File: src/rtl/hack_pkg.sv
// Shared state encodings, instruction field positions and decode helpers
// for the Hack CPU sequencer.
package hack_pkg;

  localparam logic [2:0] ST_FETCH  = 3'd0;
  localparam logic [2:0] ST_DECODE = 3'd1;
  localparam logic [2:0] ST_MEMRD  = 3'd2;
  localparam logic [2:0] ST_EXEC   = 3'd3;
  localparam logic [2:0] ST_ERR    = 3'd4;

  typedef enum logic [2:0] {
    FETCH  = ST_FETCH,
    DECODE = ST_DECODE,
    MEMRD  = ST_MEMRD,
    EXEC   = ST_EXEC,
    ERR    = ST_ERR
  } state_t;

  localparam int unsigned IS_C    = 15;
  localparam int unsigned A_BIT   = 12;
  localparam int unsigned ALU_LSB = 6;
  localparam int unsigned D1      = 5;
  localparam int unsigned D2      = 4;
  localparam int unsigned D3      = 3;
  localparam int unsigned J1      = 2;
  localparam int unsigned J2      = 1;
  localparam int unsigned J3      = 0;

  function automatic logic is_c_instr(input logic [15:0] instr);
    return instr[IS_C];
  endfunction

endpackage

File: src/rtl/hack_ctrl_if.sv
// Instruction- and data-memory handshake bundle between the sequencer
// (master) and the ROM/RAM ports (slave).
interface hack_ctrl_if;
  logic        imem_req;
  logic        imem_ack;
  logic [15:0] imem_data;
  logic        dmem_req;
  logic        dmem_we;
  logic        dmem_ack;

  modport master (
    output imem_req, dmem_req, dmem_we,
    input  imem_ack, imem_data, dmem_ack
  );

  modport slave (
    input  imem_req, dmem_req, dmem_we,
    output imem_ack, imem_data, dmem_ack
  );
endinterface

File: src/rtl/hack_jump.sv
// Hack jump condition: j = {j1,j2,j3} selects <0, =0, >0 on the ALU flags.
module hack_jump (
  input  logic [2:0] j,
  input  logic       zr,
  input  logic       ng,
  output logic       jump
);
  import hack_pkg::*;

  // Jump if any selected comparison holds for the current ALU result
  always_comb begin
    jump = (j[J1] & ng) | (j[J2] & zr) | (j[J3] & ~ng & ~zr);
  end
endmodule

File: src/rtl/hack_ctrl.sv
// Multi-cycle sequencer for the Hack CPU datapath: fetches over a req/ack
// handshake, decodes A/C instructions and drives datapath strobes plus the
// data-memory handshake. A ack-wait watchdog parks the FSM in ERR.
module hack_ctrl #(
  parameter int unsigned ACK_TIMEOUT = 255
) (
  input  logic             clk,
  input  logic             rst,
  input  logic             run,
  hack_ctrl_if.master      bus,
  output logic [15:0]      ir,
  output logic [5:0]       alu_ctl,
  output logic             y_sel_m,
  output logic             m_latch,
  output logic             a_load,
  output logic             a_sel_imm,
  output logic             d_load,
  output logic             pc_load,
  output logic             pc_inc,
  input  logic             zr,
  input  logic             ng,
  output logic             err,
  output logic             idle
);
  import hack_pkg::*;

  state_t      state, state_d;
  logic [31:0] wait_cnt;
  logic        waiting;
  logic        fetch_done;
  logic        jump;

  hack_jump u_jump (
    .j    (ir[J1:J3]),
    .zr   (zr),
    .ng   (ng),
    .jump (jump)
  );

  // Next state and all strobes/requests, decoded from state, ir, acks, flags
  always_comb begin
    state_d    = state;
    waiting    = 1'b0;
    fetch_done = 1'b0;
    bus.imem_req = 1'b0;
    bus.dmem_req = 1'b0;
    bus.dmem_we  = 1'b0;
    alu_ctl    = '0;
    y_sel_m    = 1'b0;
    m_latch    = 1'b0;
    a_load     = 1'b0;
    a_sel_imm  = 1'b0;
    d_load     = 1'b0;
    pc_load    = 1'b0;
    pc_inc     = 1'b0;
    unique case (state)
      FETCH: begin
        bus.imem_req = run;
        waiting      = run & ~bus.imem_ack;
        if (run && bus.imem_ack) begin
          fetch_done = 1'b1;
          state_d    = DECODE;
        end
      end
      DECODE: begin
        if (!is_c_instr(ir)) begin
          a_load    = 1'b1;
          a_sel_imm = 1'b1;
          pc_inc    = 1'b1;
          state_d   = FETCH;
        end else begin
          state_d = ir[A_BIT] ? MEMRD : EXEC;
        end
      end
      MEMRD: begin
        bus.dmem_req = 1'b1;
        waiting      = ~bus.dmem_ack;
        if (bus.dmem_ack) begin
          m_latch = 1'b1;
          state_d = EXEC;
        end
      end
      EXEC: begin
        alu_ctl = ir[ALU_LSB +: 6];
        y_sel_m = ir[A_BIT];
        // M writes hold the commit until the RAM acknowledges
        if (!ir[D3] || bus.dmem_ack) begin
          a_load  = ir[D1];
          d_load  = ir[D2];
          pc_load = jump;
          pc_inc  = ~jump;
          state_d = FETCH;
        end
        if (ir[D3]) begin
          bus.dmem_req = 1'b1;
          bus.dmem_we  = 1'b1;
          waiting      = ~bus.dmem_ack;
        end
      end
      ERR: begin
        state_d = ERR;
      end
      default: state_d = FETCH;
    endcase

    if (ACK_TIMEOUT != 0 && waiting && wait_cnt == ACK_TIMEOUT - 1)
      state_d = ERR;

    if (rst) begin
      bus.imem_req = 1'b0;
      bus.dmem_req = 1'b0;
      bus.dmem_we  = 1'b0;
      m_latch    = 1'b0;
      a_load     = 1'b0;
      a_sel_imm  = 1'b0;
      d_load     = 1'b0;
      pc_load    = 1'b0;
      pc_inc     = 1'b0;
      fetch_done = 1'b0;
    end
  end

  // State, instruction register and ack-wait counter
  always_ff @(posedge clk) begin
    if (rst) begin
      state    <= FETCH;
      ir       <= '0;
      wait_cnt <= '0;
    end else begin
      state <= state_d;
      if (fetch_done)
        ir <= bus.imem_data;
      if (state_d != state)
        wait_cnt <= '0;
      else if (waiting)
        wait_cnt <= wait_cnt + 32'd1;
    end
  end

  // Status flags
  always_comb begin
    err  = (state == ERR) && !rst;
    idle = (state == FETCH) && !run;
  end
endmodule

File: src/flat_wrapper.sv
// flat-port wrapper written by rule: the top's interface ports become plain ports
module hack_ctrl_flat import hack_pkg::*;
#(
  parameter int unsigned ACK_TIMEOUT = 255
)
  (clk, rst, run, ir, alu_ctl, y_sel_m, m_latch, a_load, a_sel_imm, d_load, pc_load, pc_inc, zr, ng, err, idle, bus_imem_req, bus_dmem_req, bus_dmem_we, bus_imem_ack, bus_imem_data, bus_dmem_ack);
  hack_ctrl_if bus_i ();
  input  logic clk;
  input  logic rst;
  input  logic run;
  output logic [15:0] ir;
  output logic [5:0] alu_ctl;
  output logic y_sel_m;
  output logic m_latch;
  output logic a_load;
  output logic a_sel_imm;
  output logic d_load;
  output logic pc_load;
  output logic pc_inc;
  input  logic zr;
  input  logic ng;
  output logic err;
  output logic idle;
  output wire logic [$bits(bus_i.imem_req)-1:0] bus_imem_req;
  output wire logic [$bits(bus_i.dmem_req)-1:0] bus_dmem_req;
  output wire logic [$bits(bus_i.dmem_we)-1:0] bus_dmem_we;
  input wire logic [$bits(bus_i.imem_ack)-1:0] bus_imem_ack;
  input wire logic [$bits(bus_i.imem_data)-1:0] bus_imem_data;
  input wire logic [$bits(bus_i.dmem_ack)-1:0] bus_dmem_ack;
  assign bus_imem_req = bus_i.imem_req;
  assign bus_dmem_req = bus_i.dmem_req;
  assign bus_dmem_we = bus_i.dmem_we;
  assign bus_i.imem_ack = bus_imem_ack;
  assign bus_i.imem_data = bus_imem_data;
  assign bus_i.dmem_ack = bus_dmem_ack;
  hack_ctrl #(.ACK_TIMEOUT(ACK_TIMEOUT)) u_core (.clk(clk), .rst(rst), .run(run), .bus(bus_i), .ir(ir), .alu_ctl(alu_ctl), .y_sel_m(y_sel_m), .m_latch(m_latch), .a_load(a_load), .a_sel_imm(a_sel_imm), .d_load(d_load), .pc_load(pc_load), .pc_inc(pc_inc), .zr(zr), .ng(ng), .err(err), .idle(idle));
endmodule
File: config.mk
export PLATFORM = sky130hd
export DESIGN_NAME = hack_ctrl_flat
export DESIGN_NICKNAME = d
export VERILOG_FILES = /design/src/rtl/hack_pkg.sv /design/src/rtl/hack_ctrl_if.sv /design/src/rtl/hack_jump.sv /design/src/rtl/hack_ctrl.sv /design/src/flat_wrapper.sv
export SDC_FILE = /design/constraint.sdc
export NUM_CORES = 1
export LEC_CHECK = 0
export CORE_ASPECT_RATIO = 0.6
export CORE_MARGIN = 1
export CORE_UTILIZATION = 50
export DETAILED_ROUTE_END_ITERATION = 10
export GPL_TIMING_DRIVEN = 0
export PLACE_DENSITY = 0.8
export REMOVE_ABC_BUFFERS = 1
export SKIP_CTS_REPAIR_TIMING = 1
export SLEW_MARGIN = 20
export SYNTH_ARGS = -nofsm -noshare
export SYNTH_HDL_FRONTEND = slang
export SYNTH_SLANG_ARGS = --single-unit
File: constraint.sdc
create_clock -name clk -period 2.7 [get_ports clk]
set_input_delay 0.54 -clock clk [delete_from_list [all_inputs] [get_ports clk]]
set_output_delay 0.54 -clock clk [all_outputs]
set_load 0.005 [all_outputs]
==> flow_summary.yaml <==
floorplanning:
  dieWidth_um: 93.4
  die_area_sq_um: 5310
  io_pins: 57
  fp-row-count: 19
  core_area_sq_um: 4680
  start_util: 0.535
  die_y_um: 56.8
cts:
  cts.sinks: 51
  clockBufferDepth: 2
  path_clk_slew_ns: 0.10
  cts_tree: "yes"
  cts_root_buf: "clkbuf_8"
  cts_made_buffers: 5
  h-tree-depth: 2
  worstSkewPairLatency_ns: 0.31
logic_synthesis:
  synthTopCellsByArea: "dfxtp_1 (41%), xor2_1 (5.2%), nand2_1 (4.6%)"
  synth.distinct_cells: 42
  synthTopCellsByCount: "dfxtp_1 (51), nand2_1 (31), nor2_1 (27)"
  avgSynthCellArea_sq_um: 8.49
  syn_area_sq_um: 2500
  syn_inst: 295
  yosysTopAreaCellShare: 0.408
  yosysSeqAreaShare: 0.408
  postSynth.asyncResetShare: 0
  yosysWarnings: 0
  synth-seq-cells: 51
  synth-main-ff-cell: "dfxtp_1"
  yosysMostFrequentCell: "dfxtp_1"
  synth_edf_count: 0
  yosys.area.top_type: "dfxtp_1"
final_layout:
  nets: 375
  fin_area_sq_um: 3310
  regArea_sq_um: 1020
  drive_above_1_share: 0.0741
  fillers: 371
  insertedDiodeCount: 0
  multiInputGateArea_sq_um: 1430
  area_growth_pct: 32.2
sta:
  fmax_mhz: 383
  final_hold_viol_count: 0
  relSlewSlack: 0.476
  fin_tns_setup_ns: 0
  slew_violations: 0
  finalWorstSetupSlack_ns: 0.0902
  clock-skew-final_ns: 0.0102
  worst_slew_pin_slew_ns: 0.786
  period_share: 0.967
  min_period_ns: 2.61
  fin_hold_ws_ns: 0.472
  finalSetupViolCount: 0
  rsz0062_at_grt: "no"
global_route:
  met1_usage: 0.355
  use_met3: 0.0542
  antenna_found_initial: 0
  grtUsageMet2: 0.336
  grt_pass1_wl_mm: 9.89
  grt_overflow: 0
  grt.busiest_layer: "met1"
  grt_pass1_vias: 2104
  grtUsageTotal: 0.239
  grt_max_degree: 24
power:
  leakage_nw: 1.15
  vdd_ir_drop_max_uv: 323
  total_power_mw: 1.57
  power-per-cell-area_nw_per_um2: 474
worst_setup_path:
  critical-path-top-delay-family: "buffers and inverters"
  cp_max_fo: 18
  end_kind: "primary output"
  cp_num_buf_inv: 2
  critPathMaxStageDelay_ns: 0.61
  cp_slowest_cell: "or4_1"
  cp.required_ns: 2.16
  worstPathArrival_ns: 2.07
  critPathKind: "input pin to primary output"
  setup.worst_path.start_class: "input pin"
  worstPathCellList: "dlymetal6s2s_1 -> or4_1 -> nand2_1 -> clkdlybuf4s50_1"
place:
  place_hpwl_mm: 4.38
  gp_congestion: 0.764
  dpl_cell_area_sq_um: 3090
  place_ws_ns: -0.829
  io_buffers: 56
routing:
  drc: 0
  via_count: 2413
  drt_first_iter_violations: 180
  wl_mm: 6.50
  route.antenna.remaining_nets: 0
  drtPass1Iterations: 4
  wire_per_inst_um: 15.7
  post_drt_via_cell_ratio: 5.83
hold_path:
  min_path_type: "register to register"
run:
  drv_cap: 0
status:
  outcome: "complete, no violations"
==> per-layer routing <==
layer	vias up	part of all wire
met1	1146	0.50
li1	1180	-
met4	0	0.011
met2	80	0.42
met5	-	0
met3	7	0.075
==> state kept, by name, summed over array words and instances (netlist names) <==
register,flops
u_core.ir,16
u_core.state,3
u_core.wait_cnt,32
==> layout make-up <==
class	count	area share
well taps	63	0.0238
flip-flops and latches	51	0.309
inverters	8	0.00907
multi-input cells	222	0.430
clock buffers	5	0.0208
repair buffers	62	0.186
clock inverters	3	0.0204
==> where the power goes <==
part	switching (mW)	total (mW)	leakage, nW	internal, mW
logic	0.0687	0.153	0.676	0.0844
clock network	0.264	0.633	0.0644	0.370
registers	0.0156	0.782	0.414	0.766
total	0.348	1.57	1.15	1.22
==> logic make-up after synthesis <==
kind of cell	Yosys count	share of synthesized area
simple gates	147	0.330
flops	51	0.408
buf+inv	23	0.0385
compound gates	52	0.143
mux	1	0.00450
xor+xnor	19	0.0664
fa+ha+maj	2	0.00999
==> stage by stage <==
stage           util  std cells
3_3_place_gp   0.657        399
4_1_cts        0.689        408
5_1_grt        0.707        414
2_1_floorplan      -        280
6_report       0.707        414
3_5_place_dp   0.660        400
==> layout by cell type (no fill, tap or decap), types with 8 or more instances in the layout <==
| cell | n |
|---|---|
| clkdlybuf4s50_1 | 53 |
| dfxtp_1 | 49 |
| nand2_1 | 31 |
| nor2_1 | 27 |
| a21oi_1 | 19 |
| nand4_1 | 17 |
| xor2_1 | 15 |
| and2_1 | 10 |
| a22o_1 | 10 |
| inv_1 | 8 |
| nor4_1 | 8 |
==> worst register-to-register path: cells and delay by family (launching register included) <==
family	cells	cell delay [ns]
and+or+nand+nor	3	1.12
DFF	1	0.44
AOI/OAI and AO/OA	2	0.82
==> path summary, 6_finish.rpt <==
path	from	to	slack (ns)	cells past startpoint
setup / recovery	rst	pc_inc	0.09	4
hold / removal	u_core.ir[4]	u_core.ir[4]	0.47	2
setup reg to reg	u_core.state[2]	u_core.wait_cnt[26]	0.25	5
hold reg to reg	u_core.ir[4]	u_core.ir[4]	0.47	2
(Power assumes the default switching activity.)
==> patch 1 (config.mk and constraints unchanged) <==
Put a register stage on the output `err`, cleared by the reset. The value now appears one clock later. The other outputs are not delayed to match.
--- a/src/rtl/hack_ctrl.sv
+++ b/src/rtl/hack_ctrl.sv
@@ -25,2 +25,4 @@
   import hack_pkg::*;
+
+  logic err_d;
 
@@ -141,5 +143,13 @@
   always_comb begin
-    err  = (state == ERR) && !rst;
+    err_d = (state == ERR) && !rst;
     idle = (state == FETCH) && !run;
   end
+  always_ff @(posedge clk) begin
+    if (rst) begin
+      err <= '0;
+    end else begin
+      err <= err_d;
+    end
+  end
+
 endmodule
Check against the original RTL: same outputs for any inputs over 10 cycles, from zero or initial values and one cycle with rst high; that may be too few to reach the edited logic, so the function may still have changed.
==> patch 1 against the original RTL <==
Count of clock-buffer cells in the layout grew 2; area after synthesis grew 2.6%; design area grew 1.5%; power shrank 2.4%; critical path depth grew 1; worst setup slack gained 0.038 ns; sequential cell count grew 1; wire length grew 2.1%; critical path type unchanged; critical endpoint is now pc_load.
==> patch 1: results (changes against the original RTL) <==
Placed design:
- The final HPWL from detailed placement is 4720 um (+7.8%).
- The count of buffers from port buffering is 56 (unchanged).
- The number of placed instances with taps included is 402 (+0.50%).
- The post-placement worst setup slack is -1.15 ns (-0.322 ns).
- The final weighted congestion in routability-driven placement is 0.792 (+3.7%).
- The area of placed instances is 3150 um^2 (+1.8%).

Detailed routing:
- The final routed wire length divided by cell count came to 16.0 um (+1.8%).
- The length of the first detailed-routing pass in iterations was 5 (+1).
- The count of routing violations after the opening detailed-route iteration was 129 (-28%).
- The via count normalized by instance count was 5.75 (-1.3%).

Global routing:
- The all-layer global routing usage is 0.258 (+0.0192).
- The wire length of the first global-routing pass is 10800 um (+9.6%).
- The largest net degree at the start of global routing is 33 (+38%).
- The initial antenna violation count is 0 (unchanged).
- The number of global-route vias before repair is 2208 (+4.9%).

Clock tree:
- The cell at the root of the clock tree is clkbuf_8.
- The buffer depth of the longest clock path is 2 (unchanged).
- The CTS clock-pin slew for the worst setup and hold paths is 0.09 ns.
- The deepest level of the CTS H-tree is 2 (unchanged).
- The clock latency on the worst-skew pair is 0.31 ns (about the same).

Yosys:
- The most used flip-flop cell after synthesis is dfxtp_1.
- The count of unique library cells instantiated by Yosys came to 54 (+29%).
- After synthesis, the most frequently instantiated cells are dfxtp_1, nor2_1, xnor2_1, nand2_1, nor4_1.
- The instance count of the mapped netlist is 299 (+1.4%).
- The largest area contributor in the synthesized netlist is dfxtp_1.
- The proportion of synthesized chip area in sequential cells is 0.405 (-0.00273).
- Sorting the synthesized cells by area gives the leading types as dfxtp_1, xnor2_1, nor2_1.
- The share of flip-flops with an asynchronous set or reset came to 0 (unchanged).
- The count of warnings emitted by yosys is 0 (unchanged).

Timing:
- The largest clock skew in the final design was 0.0101 ns (-0.000164 ns).
- The worst slew slack as a fraction of its limit is 0.487 (+0.0114).

Outcome:
- The run finished with clean final reports.

Finish:
- In the final layout, the registers with the most flip-flops are u_core.wait_cnt x32, u_core.ir x16, u_core.state x3.
- The layout cell share with drive strength beyond 1 is 0.0909 (+0.0168).
- The number of nets in the layout is 376 (+0.27%).
- The antenna diode instance count was 0 (unchanged).
- The filler-free cell count of the finished design is 415 (+0.24%).

Worst setup path:
- The worst endpoint data arrival time is 2.03 ns (-0.04 ns).
- The biggest fanout along the worst timing path is 2 (-16).

Power:
- The overall power after layout is 1.53 mW (-2.4%).
- The relative contribution of sequential cells to total power is 0.521 (+0.022).
- The reported leakage power is 1.14 nW (-0.83%).
- The part of the power in the clock network is 0.383 (-0.021).
- The net switching fraction of the power is 0.222 (+0.000450).
- The maximum resistive drop on vdd is 0.354 mV (+9.9%).

Hold path:
- The type of the worst min-delay path is reg2reg.
[patch 1: changes by cell type after synthesis, sizes merged, moves of 9 or more]
cell and change:
xnor2 +21, nor2 +15, a21oi -13, nor4 +10, nand2 -9, xor2 -9
[patch 1: final cells by class]
cell class | instances | area (um^2)
tap | 63 | 78.8
fill | 380 | 1390
clock inverter | 1 | 30.0
inverter | 8 | 30.0
clock buffer | 7 | 96.3
sequential | 52 | 1050
multi-input combinational | 223 | 1470
timing repair buffer | 61 | 612
[patch 1: layer usage]
layer | wire [um] | GRT usage | share of wire
met1 | 3190 | 0.372 | 0.48
met4 | 78 | 0.0779 | 0.012
met5 | 0 | 0 | 0
met2 | 2820 | 0.383 | 0.42
met3 | 551 | 0.0600 | 0.083
[patch 1: worst max-delay path, cell delays in order]
cell	delay [ns]
clkdlybuf4s50_1	0.42
nor3b_1	0.21
a221o_1	0.17
nor3b_2	0.17
clkdlybuf4s50_1	0.52
[patch 1: logic make-up after synthesis]
logic type	synth area share
buffers and inverters	0.0414
XOR/XNOR	0.106
AO/OA/AOI/OAI	0.102
AND/OR/NAND/NOR	0.337
flip-flops	0.405
adder cells (fa/ha/maj)	0.00973
[patch 1: path summary, 6_finish.rpt]
kind	start	slack (ns)	cells past startpoint	end
worst max-delay path	ng	0.13	5	pc_load
worst min-delay path	u_core.ir[13]	0.47	2	u_core.ir[13]
worst max register to register	u_core.wait_cnt[3]	0.43	5	u_core.wait_cnt[24]
worst min register to register	u_core.ir[13]	0.47	2	u_core.ir[13]
[patch 1: through the flow]
stage | hold slack [ns] | setup TNS, ns
final | 0.474 | 0
after CTS | 0.472 | -26.46
after global routing | 0.485 | 0
after floorplan | 0.447 | 0
after global placement | 0.446 | -34.10
after detailed placement | 0.460 | -36.85
==> patch 2 (same flow settings) <==
Without the edit above. `ALU_LSB`: 6 -> 8.
--- a/src/rtl/hack_pkg.sv
+++ b/src/rtl/hack_pkg.sv
@@ -20,3 +20,3 @@
   localparam int unsigned A_BIT   = 12;
-  localparam int unsigned ALU_LSB = 6;
+  localparam int unsigned ALU_LSB = 8;
   localparam int unsigned D1      = 5;
Function: changed (Yosys sat finds a counterexample within 4 cycles, from zero or initial values and one cycle with rst high).
==> patch 2 against the original RTL <==
Design area is 0.15% higher; sequential cell count unchanged; wire length is 3.0% higher; cell count decreased by 2.9%; worst setup slack hardly changed; largest power group unchanged; power shrank 8.4%; critical path depth unchanged; area after synthesis rose by 4.2%; largest cell class unchanged.
==> patch 2: results (changes against the original RTL) <==
Global routing:
- The all-layer global routing usage is 0.238 (-0.000458).
- The fraction of met3 tracks used by global routing is 0.0669 (+0.0127).
- The largest net degree at the start of global routing was 33 (+38%).
- The wire length of the first global-routing pass came to 10100 um (+1.7%).
- The met1 demand-to-capacity share in global routing is 0.366 (+0.0106).
- The number of global-route vias before repair is 2012 (-4.4%).

Power:
- The total clock network power came to 0.477 mW (-25%).
- The relative contribution of sequential cells to total power is 0.547 (+0.048).
- The maximum resistive drop on vdd is 0.309 mV (-4.2%).
- The reported leakage power is 1.11 nW (-3.4%).
- The net load switching power is 0.346 mW (-0.52%).

Detailed routing:
- The total number of vias is 2330 (-3.4%).
- The met2 layer wire length in the routed design was 2840 um (+4.5%).
- The sum of met3 wire segment lengths after detailed routing was 530 um (+8.8%).
- The met1 wire length is 3280 um (+1.8%).
- The count of routing violations after the opening detailed-route iteration is 229 (+27%).

Finish:
- The area used by sequential logic in the layout is 1030 um^2 (+0.24%).
- The number of nets in the layout is 363 (-3.2%).
- The filler-free cell count of the finished design is 402 (-2.9%).
- The layout filler cell count is 382 (+3.0%).

Timing:
- The slew of the pin with the lowest slew margin came to 0.737 ns (-0.0490 ns).

Worst setup path:
- The cell family contributing the most delay on the critical path is simple AND/OR/NAND/NOR gates.
- The biggest fanout along the worst timing path is 12 (-6).
- The stage delay of the slowest cell on the critical path is 0.55 ns (-0.06 ns).

Placed design:
- The number of placed instances with taps included is 392 (-2.0%).
- The final weighted congestion in routability-driven placement is 0.818 (+7.2%).
- The area of placed instances came to 3140 um^2 (+1.6%).
- The final HPWL from detailed placement is 4610 um (+5.3%).
- The post-placement worst setup slack is -0.507 ns (+0.322 ns).

Outcome:
- The run finished with clean final reports.

Yosys:
- Sorting the synthesized cells by area gives the leading types as dfxtp_1, xnor2_1, nor2_1.
- The proportion of synthesized chip area in sequential cells is 0.391 (-0.0164).
- The post-synthesis area per instance is 8.97 um^2 (+5.6%).
- After synthesis, the most frequently instantiated cells are dfxtp_1, nor2_1, xnor2_1, nand2_1, nand4_1.
patch 2: worst paths after layout:
path                   startpoint             endpoint  slack, ns  depth (start not counted)
setup / recovery  u_core.state[0]              pc_load       0.09                          4
hold / removal       u_core.ir[7]         u_core.ir[7]       0.49                          1
hold reg to reg      u_core.ir[7]         u_core.ir[7]       0.49                          1
setup reg to reg  u_core.state[2]  u_core.wait_cnt[17]       0.33                          5
patch 2: logic make-up after synthesis:
logic type                 share of synthesized area
AOI/OAI and AO/OA                             0.0896
xor gates and xnor gates                      0.0940
adders and majority gates                    0.00959
DFF                                            0.391
and+or+nand+nor                                0.355
muxes                                         0.0115
buffers and inverters                         0.0494
patch 2: layout make-up:
type / instances / share of cell area
multi-input cells: 220 / 0.461
repair buffers: 57 / 0.172
clock buffers: 8 / 0.0302
flip-flops and latches: 51 / 0.309
inverters: 3 / 0.00340
well taps: 63 / 0.0238
